File: src/rtl/pkt_gen_pkg.sv
// pkt_gen_pkg: shared types and helpers for the Avalon-ST packet generator.
//   state_t       : generator FSM states (IDLE, SEND)
//   SYMBOLS       : bytes per 64-bit beat
//   EMPTY_W       : width of the empty field
//   empty_for_len : unused byte count in the EOP beat for a given length
package pkt_gen_pkg;

    localparam int SYMBOLS = 8;
    localparam int EMPTY_W = 3;

    typedef enum logic {
        IDLE = 1'b0,
        SEND = 1'b1
    } state_t;

    // (8 - len mod 8) mod 8; only the three low length bits matter.
    function automatic logic [EMPTY_W-1:0] empty_for_len(input logic [EMPTY_W-1:0] len_lsb);
        return EMPTY_W'(4'd8 - {1'b0, len_lsb});
    endfunction

endpackage

File: src/rtl/pkt_word_builder.sv
// pkt_word_builder: assembles one 64-bit beat of an incrementing-byte packet.
// Ports:
//   start_byte : value of the first byte of this beat (goes to [63:56])
//   beat_idx   : index of this beat inside the packet
//   len        : packet length in bytes
//   is_last    : this is the EOP beat; bytes at or past len are zeroed
//   data       : assembled beat
module pkt_word_builder
    import pkt_gen_pkg::*;
#(
    parameter int LEN_W = 12
) (
    input  logic [7:0]       start_byte,
    input  logic [LEN_W-4:0] beat_idx,
    input  logic [LEN_W-1:0] len,
    input  logic             is_last,
    output logic [63:0]      data
);

    // Lay out the eight bytes, first byte in the top lane, zero padding past len
    always_comb begin
        data = 64'd0;
        for (int j = 0; j < SYMBOLS; j++) begin
            // {beat_idx, j} is the absolute byte position, beat_idx*8 + j
            if (!is_last || ({beat_idx, 3'(j)} < len)) begin
                data[63-8*j -: 8] = start_byte + 8'(j);
            end else begin
                data[63-8*j -: 8] = 8'd0;
            end
        end
    end

endmodule

File: src/rtl/ast_packet_gen.sv
// ast_packet_gen: Avalon-ST packet source. Accepts one descriptor at a time
// (length, channel, seed) and emits the packet as 64-bit beats whose bytes
// count up from the seed, with SOP/EOP/empty/channel and backpressure.
// Ports:
//   clk_i, arst_i          : clock, asynchronous active-high reset
//   cmd_valid_i/ready_o    : descriptor handshake
//   cmd_len_i/channel_i/seed_i : descriptor fields
//   ast_ready_i            : sink ready (ready latency 0)
//   ast_data_o/valid_o/startofpacket_o/endofpacket_o/empty_o/channel_o : stream
//   pkt_cnt_o              : completed-packet counter, only when the macro
//                            PKT_GEN_STATS_EN is defined
// All outputs are registered.
module ast_packet_gen
    import pkt_gen_pkg::*;
#(
    parameter int DWIDTH = 64,
    parameter int LEN_W  = 12
) (
    input  logic               clk_i,
    input  logic               arst_i,
    input  logic               cmd_valid_i,
    output logic               cmd_ready_o,
    input  logic [LEN_W-1:0]   cmd_len_i,
    input  logic               cmd_channel_i,
    input  logic [7:0]         cmd_seed_i,
    input  logic               ast_ready_i,
    output logic [DWIDTH-1:0]  ast_data_o,
    output logic               ast_valid_o,
    output logic               ast_startofpacket_o,
    output logic               ast_endofpacket_o,
    output logic [EMPTY_W-1:0] ast_empty_o,
    output logic               ast_channel_o
`ifdef PKT_GEN_STATS_EN
    ,
    output logic [31:0]        pkt_cnt_o
`endif
);

    localparam int BW = LEN_W - 3;

    state_t             state_r, state_s;
    logic               cmd_ready_r, cmd_ready_s;
    logic [DWIDTH-1:0]  data_r, data_s;
    logic               valid_r, valid_s;
    logic               sop_r, sop_s;
    logic               eop_r, eop_s;
    logic [EMPTY_W-1:0] empty_r, empty_s;
    logic               channel_r, channel_s;
    logic [LEN_W-1:0]   len_r, len_s;
    logic [7:0]         next_byte_r, next_byte_s;
    logic [BW-1:0]      beat_r, beat_s;
    logic [BW-1:0]      last_beat_r, last_beat_s;

    logic [7:0]         bld_start_s;
    logic [BW-1:0]      bld_idx_s;
    logic [LEN_W-1:0]   bld_len_s;
    logic               bld_last_s;
    logic [63:0]        bld_data_s;
    logic [BW-1:0]      cmd_last_s;

    // Index of the final beat of the offered descriptor, ceil(len/8)-1
    always_comb begin
        if (cmd_len_i != {LEN_W{1'b0}}) begin
            cmd_last_s = BW'((cmd_len_i - LEN_W'(1)) >> 3);
        end else begin
            cmd_last_s = {BW{1'b0}};
        end
    end

    pkt_word_builder #(.LEN_W(LEN_W)) u_builder (
        .start_byte (bld_start_s),
        .beat_idx   (bld_idx_s),
        .len        (bld_len_s),
        .is_last    (bld_last_s),
        .data       (bld_data_s)
    );

    // Next-state and next-output logic; the builder sees either the incoming
    // descriptor (first beat) or the registered packet state (later beats)
    always_comb begin
        state_s     = state_r;
        cmd_ready_s = cmd_ready_r;
        data_s      = data_r;
        valid_s     = valid_r;
        sop_s       = sop_r;
        eop_s       = eop_r;
        empty_s     = empty_r;
        channel_s   = channel_r;
        len_s       = len_r;
        next_byte_s = next_byte_r;
        beat_s      = beat_r;
        last_beat_s = last_beat_r;
        bld_start_s = next_byte_r;
        bld_idx_s   = beat_r + BW'(1);
        bld_len_s   = len_r;
        bld_last_s  = ((beat_r + BW'(1)) == last_beat_r);

        case (state_r)
            IDLE: begin
                cmd_ready_s = 1'b1;
                if (cmd_ready_r && cmd_valid_i && (cmd_len_i != {LEN_W{1'b0}})) begin
                    bld_start_s = cmd_seed_i;
                    bld_idx_s   = {BW{1'b0}};
                    bld_len_s   = cmd_len_i;
                    bld_last_s  = (cmd_last_s == {BW{1'b0}});
                    state_s     = SEND;
                    cmd_ready_s = 1'b0;
                    data_s      = bld_data_s;
                    valid_s     = 1'b1;
                    sop_s       = 1'b1;
                    eop_s       = bld_last_s;
                    empty_s     = bld_last_s ? empty_for_len(cmd_len_i[2:0]) : 3'd0;
                    channel_s   = cmd_channel_i;
                    len_s       = cmd_len_i;
                    next_byte_s = cmd_seed_i + 8'd8;
                    beat_s      = {BW{1'b0}};
                    last_beat_s = cmd_last_s;
                end else begin
                    // Zero-length descriptors are consumed here without output
                    state_s = IDLE;
                    valid_s = 1'b0;
                end
            end
            SEND: begin
                cmd_ready_s = 1'b0;
                if (ast_ready_i) begin
                    if (eop_r) begin
                        state_s     = IDLE;
                        cmd_ready_s = 1'b1;
                        data_s      = {DWIDTH{1'b0}};
                        valid_s     = 1'b0;
                        sop_s       = 1'b0;
                        eop_s       = 1'b0;
                        empty_s     = 3'd0;
                        channel_s   = 1'b0;
                    end else begin
                        data_s      = bld_data_s;
                        sop_s       = 1'b0;
                        eop_s       = bld_last_s;
                        empty_s     = bld_last_s ? empty_for_len(len_r[2:0]) : 3'd0;
                        beat_s      = beat_r + BW'(1);
                        next_byte_s = next_byte_r + 8'd8;
                    end
                end else begin
                    // Backpressure: every stream output holds
                    state_s = SEND;
                end
            end
            default: begin
                state_s     = IDLE;
                cmd_ready_s = 1'b0;
                valid_s     = 1'b0;
            end
        endcase
    end

    // State register
    always_ff @(posedge clk_i or posedge arst_i) begin
        if (arst_i) begin
            state_r <= IDLE;
        end else begin
            state_r <= state_s;
        end
    end

    // Output and packet-context registers
    always_ff @(posedge clk_i or posedge arst_i) begin
        if (arst_i) begin
            cmd_ready_r <= 1'b0;
            data_r      <= {DWIDTH{1'b0}};
            valid_r     <= 1'b0;
            sop_r       <= 1'b0;
            eop_r       <= 1'b0;
            empty_r     <= 3'd0;
            channel_r   <= 1'b0;
            len_r       <= {LEN_W{1'b0}};
            next_byte_r <= 8'd0;
            beat_r      <= {BW{1'b0}};
            last_beat_r <= {BW{1'b0}};
        end else begin
            cmd_ready_r <= cmd_ready_s;
            data_r      <= data_s;
            valid_r     <= valid_s;
            sop_r       <= sop_s;
            eop_r       <= eop_s;
            empty_r     <= empty_s;
            channel_r   <= channel_s;
            len_r       <= len_s;
            next_byte_r <= next_byte_s;
            beat_r      <= beat_s;
            last_beat_r <= last_beat_s;
        end
    end

    assign cmd_ready_o         = cmd_ready_r;
    assign ast_data_o          = data_r;
    assign ast_valid_o         = valid_r;
    assign ast_startofpacket_o = sop_r;
    assign ast_endofpacket_o   = eop_r;
    assign ast_empty_o         = empty_r;
    assign ast_channel_o       = channel_r;

`ifdef PKT_GEN_STATS_EN
    logic [31:0] pkt_cnt_r;

    // Count completed packets (EOP transfers); wraps naturally at 2**32
    always_ff @(posedge clk_i or posedge arst_i) begin
        if (arst_i) begin
            pkt_cnt_r <= 32'd0;
        end else if ((state_r == SEND) && ast_ready_i && eop_r) begin
            pkt_cnt_r <= pkt_cnt_r + 32'd1;
        end else begin
            pkt_cnt_r <= pkt_cnt_r;
        end
    end

    assign pkt_cnt_o = pkt_cnt_r;
`endif

endmodule
File: config.mk
export PLATFORM = sky130hd
export DESIGN_NAME = ast_packet_gen
export DESIGN_NICKNAME = d
export VERILOG_FILES = /design/src/rtl/pkt_gen_pkg.sv /design/src/rtl/pkt_word_builder.sv /design/src/rtl/ast_packet_gen.sv
export SDC_FILE = /design/constraint.sdc
export NUM_CORES = 1
export LEC_CHECK = 0
export BUFFER_PORTS_ARGS = -buffer_cell sky130_fd_sc_hd__buf_2
export CAP_MARGIN = 20
export CORE_UTILIZATION = 60
export CTS_CLUSTER_DIAMETER = 120
export DETAILED_ROUTE_END_ITERATION = 12
export GPL_TIMING_DRIVEN = 0
export HOLD_SLACK_MARGIN = 0.1
export MAX_ROUTING_LAYER = met4
export PLACE_DENSITY = 0.84
export SETUP_SLACK_MARGIN = 0.4
export SYNTH_ARGS = -nofsm -noshare
export SYNTH_HDL_FRONTEND = slang
export SYNTH_SLANG_ARGS = --single-unit
File: constraint.sdc
create_clock -name clk_i -period 10.2 [get_ports clk_i]
set_input_delay 3.06 -clock clk_i [delete_from_list [all_inputs] [get_ports clk_i]]
set_output_delay 3.06 -clock clk_i [all_outputs]
set_load 0.05 [all_outputs]
==> results of run 1 <==
[layer usage]
| metal | vias to the layer above | track usage | routed length (um) |
|---|---|---|---|
| met4 | 0 | 0.1278 | 429 |
| met5 | - | - | 0 |
| met1 | 2769 | 0.4621 | 7373 |
| li1 | 2523 | - | - |
| met3 | 43 | 0.04928 | 1339 |
| met2 | 300 | 0.5061 | 7986 |
[worst reg2reg max path: stages (launching register included)]
cell	delay, ps
dfrtp_1	410
and3b_1	220
clkbuf_1	370
o41a_1	280
buf_6	200
buf_6	200
clkbuf_1	550
mux2i_1	220
ha_1	370
nand2_1	60
o21a_1	170
o221ai_1	390
a221o_1	290
nor2_1	120
a2bb2oi_1	510
o21ai_0	200
[state kept, by name, summed over array words and instances, names as in the netlist, 3 cells and up]
name / cells
ast_data_o: 64
ast_empty_o: 3
beat_r: 9
last_beat_r: 9
len_r: 12
next_byte_r: 8
[placed cells by master, fill, tap and decap left out, types with 3 or more instances in the layout]
cell	Yosys	routed
a21o_1	4	4
a21oi_1	20	20
a21oi_2	3	3
a22o_1	8	8
a22oi_1	3	3
a31oi_1	4	4
a32o_1	20	20
buf_1	3	3
buf_2	10	101
buf_6	4	4
clkbuf_1	24	24
clkbuf_8	0	9
dfrtp_1	111	111
ha_1	23	23
inv_1	35	34
inv_6	0	3
mux2_2	4	4
mux2i_1	16	16
mux2i_4	4	4
nand2_1	101	101
nand2b_1	7	7
nand3_1	11	11
nand4_1	4	4
nor2_1	50	50
nor2b_1	6	6
nor3_1	9	9
nor4_1	5	5
o21ai_0	48	48
o21ai_1	3	3
o31ai_1	19	19
or2_2	3	3
or3_1	4	4
or4_1	3	3
xnor2_1	35	35
xor2_1	21	21
[where the power goes]
part	switching [mW]	leakage [nW]	internal, mW
sequential	0.123	1.38	0.634
clock	0.168	0.106	0.117
combinational	1.06	1.82	0.447
[metrics by stage]
stage	cells	util	cell area, um2	worst slack (ps)
after floorplan	664	-	6316	3652
after global placement	891	0.6754	6942	2830
after detailed placement	893	0.6791	6979	2674
after CTS	909	0.6987	7181	3087
after global routing	909	0.6987	7181	2694
final	909	0.6987	7181	3053
[final cells by class]
type | instances | area, um2
plain buffers | 42 | 201.4
inverters | 35 | 133.9
repair buffers | 93 | 490.5
flip-flops and latches | 111 | 2778
multi-input cells | 476 | 3206
well taps | 136 | 170.2
fillers | 805 | 3097
clock inverters | 7 | 77.57
clock buffers | 9 | 123.9
[cells by family after synthesis]
family	after synthesis	synth area share
AOI/OAI and AO/OA	157	0.1787
xor gates and xnor gates	58	0.08479
adders and majority gates	23	0.04556
buffers and inverters	77	0.05269
DFF	111	0.4398
muxes	24	0.04675
and+or+nand+nor	214	0.1517
[how the worst min path moves through the flow]
| stage | start | endpoint | slack [ps] | depth (start not counted) |
|---|---|---|---|---|
| floorplan | len_r[11] | len_r[11] | 440 | 2 |
| CTS | ast_data_o[54] | ast_data_o[54] | 490 | 2 |
| finish | ast_data_o[54] | ast_data_o[54] | 480 | 2 |
| global placement | ast_data_o[46] | ast_data_o[46] | 460 | 2 |
| global route | ast_startofpacket_o | ast_startofpacket_o | 520 | 2 |
| detailed placement | len_r[4] | len_r[4] | 460 | 2 |
==> metrics.yaml, run 1 <==
clock_tree:
  numCtsBuffers: 9
  cts_tree: "yes"
  cts-htree-levels: 3
  cts_setup_buffers: 0
  ctsLongestPathBuffers: 2
  path_clk_slew_ps: 110
  cts-resized-gates: 0
  postCtsHoldBufs: 0
  cts.sinks: 111
  root_buffer: "clkbuf_8"
  clk_latency_ps: 400
place:
  routabilityCongestion: 0.9429
  port_buffers: 91
  hpwl_um: 12520
synth:
  ys_top_cells_by_count: "111 x dfrtp_1, 101 x nand2_1, 50 x nor2_1"
  yosysWarnings: 0
  ys_seq_elements: 111
  post-synth-top-area-fraction: 0.4398
  synth.most_common_cell: "dfrtp_1"
  ys.flop_type: "dfrtp_1"
  syn-num-nets: 712
  yosysUniqueCellTypes: 63
  yosys-top-cells-area: "dfrtp_1 44%, nand2_1 6.0%, xnor2_1 4.9%"
  avgSynthCellArea_um2: 9.512
  synthCells: 664
  async_flop_share: 1.000
  synth_edf_count: 0
  synth_area_mm2: 0.006316
  ys_seq_area_frac: 0.4398
  synth_top_cell_by_area: "dfrtp_1"
power:
  finalPower_mw: 2.546
  p_leak_nw: 3.307
  power_density_mw_per_mm2: 354.6
  ir_drop_mv: 0.2650
drt:
  drt_iter0_drc: 443
  drc: 0
  routedWlPerCell_um: 18.84
  viasPerCell: 6.199
  firstDrtPassIters: 7
  wl_um: 17130
  drtAntennaViolNets: 0
  vias: 5635
timing:
  min_period_ps: 7147
  clock_skew_ps: 16.69
  setup_tns_ps: 0
  finalHoldViolCount: 0
  finalSetupViolCount: 0
  worstMarginPinSlew_ps: 1055
  rsz0062_at_grt: "false"
  fmax_mhz: 139.9
  period_share: 0.7007
  whs_ps: 482.0
  max-slew-margin-rel: 0.2966
  report.final.slew_viol_count: 0
outcome:
  outcome: "completed"
run:
  drv_cap: 0
die:
  fp-row-count: 37
  die_h_um: 104.6
  fp.coreArea_mm2: 0.01028
  fp.dieW_um: 104.6
  io-pin-count: 97
  start_util: 0.6146
  die_area_mm2: 0.01094
critical_path:
  arrival_ps: 7400
  slowest_delay_ps: 510
  endpoint_kind: "flop"
  required_ps: 10460
  worstSetupPathType: "in2reg"
  crit_fanout: 10
  rr_endpoint: "ast_data_o[21]"
  reg2regPathDepth: 15
  worstReg2RegStart: "state_r"
  worstSetupStartpoint: "cmd_len_i[1]"
  cp-endpoint: "ast_data_o[21]"
  rrSetupSlack_ps: 5510
  cp_cell_sequence: "buf_2 -> inv_1 -> ha_1 -> clkbuf_1 -> inv_1 -> o41a_1 -> buf_6 -> buf_6 -> clkbuf_1 -> mux2i_1 -> ha_1 -> nand2_1 -> o21a_1 -> o221ai_1 -> a221o_1 -> nor2_1 -> a2bb2oi_1 -> o21ai_0"
  path_buf_inv: 7
  crit_family: "compound AO/OA/AOI/OAI gates"
  slowest_stage: "a2bb2oi_1"
  path_depth: 18
  worst_setup_path_start_kind: "input pin"
finish:
  drive_gt1_frac: 0.1902
  diodes: 0
  syn2layout_area_growth_pct: 13.69
  nets: 816
global_routing:
  grt_pass1_wl_um: 27810
  gr-total-overflow: 0
  grt_max_degree: 58
  grt_pass1_vias: 5453
  grt_use_total: 0.3352
  antenna_found_initial: 0
worst_hold_path:
  min_path_type: "reg2reg"
(Power assumes the default switching activity.)
==> inputs of run 2 (changes only) <==
--- a/config.mk
+++ b/config.mk
@@ -7,13 +7,13 @@
 export LEC_CHECK = 0
 export BUFFER_PORTS_ARGS = -buffer_cell sky130_fd_sc_hd__buf_2
 export CAP_MARGIN = 20
-export CORE_UTILIZATION = 60
+export CORE_UTILIZATION = 52
 export CTS_CLUSTER_DIAMETER = 120
 export DETAILED_ROUTE_END_ITERATION = 12
 export GPL_TIMING_DRIVEN = 0
 export HOLD_SLACK_MARGIN = 0.1
 export MAX_ROUTING_LAYER = met4
-export PLACE_DENSITY = 0.84
+export PLACE_DENSITY = 0.77
 export SETUP_SLACK_MARGIN = 0.4
 export SYNTH_ARGS = -nofsm -noshare
 export SYNTH_HDL_FRONTEND = slang
==> constraint.sdc (replaced) <==
create_clock -name clk_i -period 5.95 [get_ports clk_i]
set_input_delay 1.785 -clock clk_i [delete_from_list [all_inputs] [get_ports clk_i]]
set_output_delay 1.785 -clock clk_i [all_outputs]
set_load 0.05 [all_outputs]
==> run 2 against run 1 <==
The run now ends with DRC left. Via count down 2.3%. Clock power up 120%. Sequential power up 72%. Global-route usage down 3.5 points. Non-clock buffer count up 1. Register-to-register slack worse by 3700 ps. Critical path depth down 2. Flip-flop and latch count unchanged. Power up 78%. Sequential share of layout area down 0.91 points. Clock skew down 7.2 ps. Critical path type unchanged.
==> metrics.yaml, run 2 (synthesis results as in run 1) <==
finish:
  drive_gt1_frac: 0.2041
  fin_cells: 917
  final_cell_area_mm2: 0.007353
  final_core_util: 0.6332
  nets: 817
  syn2layout_area_growth_pct: 16.42
  final_common_cell: "dfrtp_1"
  diodes: 0
  final_cell_mix: "111 x dfrtp_1, 102 x buf_2, 101 x nand2_1"
  largest_reg_flops: 64
clock_tree:
  path_clk_slew_ps: 80
  postCtsHoldBufs: 0
  cts-htree-levels: 3
  ctsLongestPathBuffers: 2
  cts_tree: "yes"
  cts.sinks: 111
  clk_latency_ps: 360
  numCtsBuffers: 9
  root_buffer: "clkbuf_16"
critical_path:
  path_buf_inv: 5
  crit_family: "compound AO/OA/AOI/OAI gates"
  slowest_delay_ps: 510
  cp_cell_sequence: "buf_2 -> or4_1 -> clkbuf_1 -> o41a_1 -> buf_6 -> buf_6 -> buf_2 -> mux2i_1 -> ha_1 -> a21o_1 -> a21oi_1 -> o221ai_2 -> a221o_1 -> nor2_2 -> a2bb2oi_2 -> o21ai_0"
  crit_fanout: 10
  worstSetupPathType: "in2reg"
  required_ps: 6220
  endpoint_kind: "flop"
  worst_setup_path_start_kind: "input pin"
  arrival_ps: 5650
  slowest_stage: "or4_1"
timing:
  worst_slack_ps: 568.3
  rsz0062_at_grt: "false"
  max-slew-margin-rel: 0.3239
  report.final.slew_viol_count: 0
  whs_ps: 481.6
  min_period_ps: 5382
  setup_tns_ps: 0
  period_share: 0.9045
  finalSetupViolCount: 0
  fmax_mhz: 185.8
  worstMarginPinSlew_ps: 1014
  clock_skew_ps: 9.522
  finalHoldViolCount: 0
run:
  drv_cap: 0
place:
  hpwl_um: 12670
  routabilityCongestion: 0.9530
  port_buffers: 91
  placed_cells: 900
  dp_slack_ps: -274.0
  place_area_mm2: 0.006988
die:
  fp-row-count: 39
  fp.dieW_um: 112.2
  io-pin-count: 97
  fp.coreArea_mm2: 0.01161
  start_util: 0.5438
  die_h_um: 112.2
  die_area_mm2: 0.01259
power:
  intPower_mw: 2.192
  seqPwrFrac: 0.286
  pwr-share-comb: 0.574
  finalPower_mw: 4.529
  ir_drop_mv: 0.3950
  p_leak_nw: 3.376
  pwr-share-clk: 0.140
  power_density_mw_per_mm2: 615.9
  p_sw_mw: 2.337
  netSwitchingFraction: 0.5160
global_routing:
  grt_pass1_wl_um: 28500
  grt_max_degree: 67
  grt_pass1_vias: 5456
  grt_use_total: 0.3000
  gr-total-overflow: 0
  antenna_found_initial: 0
drt:
  wl_um: 17400
  firstDrtPassIters: 9
  vias: 5508
  viasPerCell: 6.007
  drc: 6
  drtAntennaViolNets: 0
  drt_iter0_drc: 554
  routedWlPerCell_um: 18.98
outcome:
  violations: "DRC"
  outcome: "finished, violations left"
worst_hold_path:
  min_path_type: "reg2reg"
run 2: changes by cell type in the layout (fill, tap and decap cells not counted), sizes merged:
| cell | change |
|---|---|
| buf | +2 |
| clkbuf | -1 |
run 2: cell type report:
cell class | instances | area (um2)
fillers | 977 | 4260
multi-input cells | 476 | 3244
flip-flops and latches | 111 | 2778
repair buffers | 94 | 510.5
clock buffers | 9 | 225.2
plain buffers | 42 | 205.2
well taps | 143 | 178.9
inverters | 35 | 133.9
clock inverters | 7 | 77.57
run 2: final timing paths:
path	startpoint	end	slack [ps]	cells past startpoint
setup / recovery	cmd_len_i[9]	ast_data_o[20]	570	16
hold / removal	ast_data_o[61]	ast_data_o[61]	480	2
setup reg to reg	state_r	ast_data_o[20]	1770	15
hold reg to reg	ast_data_o[61]	ast_data_o[61]	480	2
max in group asynchronous	arst_i	ast_data_o[0]	3710	3
min in group asynchronous	arst_i	len_r[5]	1490	2
run 2: layer usage:
metal | routed length, um | track usage
met2 | 8049 | 0.4534
met1 | 7904 | 0.4200
met5 | 0 | -
met3 | 1130 | 0.03564
met4 | 319 | 0.1076
run 2: timing repair:
action                                  CTS  global route
pin swaps                                 0             3
setup buffers                             0             1
gates resized for setup                   4            11
gates cloned                              0             0
endpoints found under the setup margin   55            56
run 2: power by group through the flow:
| stage | Clock (mW) | Combinational (mW) | Sequential, mW |
|---|---|---|---|
| after global routing | 0.664 | 2.78 | 1.34 |
| after global placement | 0 | 2.48 | 1.29 |
| after detailed placement | 0 | 2.55 | 1.31 |
| final | 0.633 | 2.60 | 1.30 |
| after floorplan | 0 | 1.18 | 2.02 |
| after CTS | 0.637 | 2.57 | 1.30 |
run 2: tightest hold or removal path, delay by kind of cell, from the launching register on:
kind | cells | cell delay, ps
flops | 1 | 350
simple gates | 1 | 50
compound gates | 1 | 50
==> inputs of run 3 (changes only) <==
--- a/config.mk
+++ b/config.mk
@@ -5,15 +5,15 @@
 export SDC_FILE = /design/constraint.sdc
 export NUM_CORES = 1
 export LEC_CHECK = 0
-export BUFFER_PORTS_ARGS = -buffer_cell sky130_fd_sc_hd__buf_2
 export CAP_MARGIN = 20
-export CORE_UTILIZATION = 52
+export CORE_UTILIZATION = 58
 export CTS_CLUSTER_DIAMETER = 120
 export DETAILED_ROUTE_END_ITERATION = 12
+export DONT_BUFFER_PORTS = 1
 export GPL_TIMING_DRIVEN = 0
 export HOLD_SLACK_MARGIN = 0.1
 export MAX_ROUTING_LAYER = met4
-export PLACE_DENSITY = 0.77
+export PLACE_DENSITY = 0.76
 export SETUP_SLACK_MARGIN = 0.4
 export SYNTH_ARGS = -nofsm -noshare
 export SYNTH_HDL_FRONTEND = slang
==> run 3 against run 2 <==
Largest cell class unchanged. Critical path type unchanged. Hold slack improved by 9.0 ps. Combinational power is 38% lower. Final area decreased by 7.5%. The flow now finishes without violations. Critical endpoint is now ast_data_o[33]. Critical path depth is the same. Global-route usage grew 2.1 points.
==> metrics.yaml, run 3 (synthesis results as in run 1) <==
outcome:
  outcome: "completed"
drt:
  wl_um: 17010
  firstDrtPassIters: 5
  drc: 0
  vias: 5182
  drtAntennaViolNets: 0
  viasPerCell: 6.320
  routedWlPerCell_um: 20.75
  drt_iter0_drc: 353
timing:
  report.final.slew_viol_count: 0
  finalSetupViolCount: 0
  rsz0062_at_grt: "false"
  clock_skew_ps: 21.96
  finalHoldViolCount: 0
  min_period_ps: 5330
  whs_ps: 490.6
  setup_tns_ps: 0
  period_share: 0.8957
  fmax_mhz: 187.6
  worst_slack_ps: 620.4
  worstMarginPinSlew_ps: 1166
  max-slew-margin-rel: 0.2229
die:
  die_area_mm2: 0.01131
  start_util: 0.6037
  die_h_um: 106.4
  fp-row-count: 37
  io-pin-count: 97
  fp.dieW_um: 106.4
  fp.coreArea_mm2: 0.01046
clock_tree:
  root_buffer: "clkbuf_8"
  ctsLongestPathBuffers: 2
  cts-htree-levels: 3
  clk_latency_ps: 400
  numCtsBuffers: 9
  cts_tree: "yes"
  path_clk_slew_ps: 110
  cts.sinks: 111
place:
  hpwl_um: 12630
  port_buffers: 0
  dp_slack_ps: -132.4
  placed_cells: 802
  routabilityCongestion: 0.9120
  place_area_mm2: 0.006524
critical_path:
  arrival_ps: 5610
  worst_setup_path_start_kind: "input pin"
  crit_fanout: 10
  required_ps: 6230
  worstSetupPathType: "in2reg"
  endpoint_kind: "flop"
  reg2regPathDepth: 15
global_routing:
  antenna_found_initial: 0
  grt_use_total: 0.3213
  grt_max_degree: 58
  gr-total-overflow: 0
  grt_pass1_vias: 5016
  grt_pass1_wl_um: 27110
worst_hold_path:
  min_path_type: "reg2reg"
  hold_depth: 2
power:
  ir_drop_mv: 0.3018
  power_density_mw_per_mm2: 611.5
  finalPower_mw: 4.159
  p_leak_nw: 2.939
finish:
  syn2layout_area_growth_pct: 7.686
  fin_cells: 820
  largest_reg_flops: 64
  final_cell_area_mm2: 0.006802
  final_cell_mix: "111 x dfrtp_1, 101 x nand2_1, 49 x nor2_1"
  drive_gt1_frac: 0.1023
  final_core_util: 0.6501
  diodes: 0
  final_common_cell: "dfrtp_1"
  nets: 727
run:
  drv_cap: 0
## run 3: final timing paths
check,startpoint,endpoint,slack [ps]
max in group asynchronous,arst_i,len_r[2],3870
max,cmd_len_i[7],ast_data_o[33],620
min,len_r[8],len_r[8],490
max reg2reg,cmd_ready_o,ast_data_o[22],1530
min reg2reg,len_r[8],len_r[8],490
min in group asynchronous,arst_i,ast_valid_o,1360
## run 3: repair_timing
action | in CTS | in global routing
pin swaps | 0 | 2
buffers inserted | 0 | 2
hold buffers | 0 | 0
setup endpoints to repair | 7 | 63
gates resized for setup | 1 | 19
hold endpoints to repair | 0 | 0
## run 3: area by class of cell
class | count | area [um2]
fillers | 879 | 3661
multi-input cells | 476 | 3257
flip-flops and latches | 111 | 2778
plain buffers | 42 | 203.9
well taps | 136 | 170.2
inverters | 35 | 133.9
clock buffers | 9 | 123.9
clock inverters | 7 | 72.57
repair buffers | 4 | 62.56
## run 3: power breakdown
part           switching [mW]  internal (mW)  leakage, nW
sequential               1.02           1.07         1.38
combinational           0.972          0.632         1.45
clock                   0.293          0.167        0.103
total                    2.29           1.87         2.94
## run 3: critical path, stage by stage
cell and delay, ps:
buf_2 160, or4_1 470, clkbuf_1 190, o41a_1 380, buf_6 190, buf_6 170, buf_2 220, mux2i_2 200
ha_1 310, nand4_1 190, nor2_1 190, and2_1 200, a221o_1 280, inv_1 120, a21o_1 270, a32o_1 290
## run 3: layer usage
metal / GRT usage / vias to the layer above / routed length (um) / share of wire
met3: 0.05763 / 28 / 1472 / 0.087
met4: 0.09028 / 0 / 280 / 0.016
met1: 0.4480 / 2587 / 7527 / 0.44
met5: - / - / 0 / 0
met2: 0.4838 / 226 / 7730 / 0.45
li1: - / 2341 / - / -
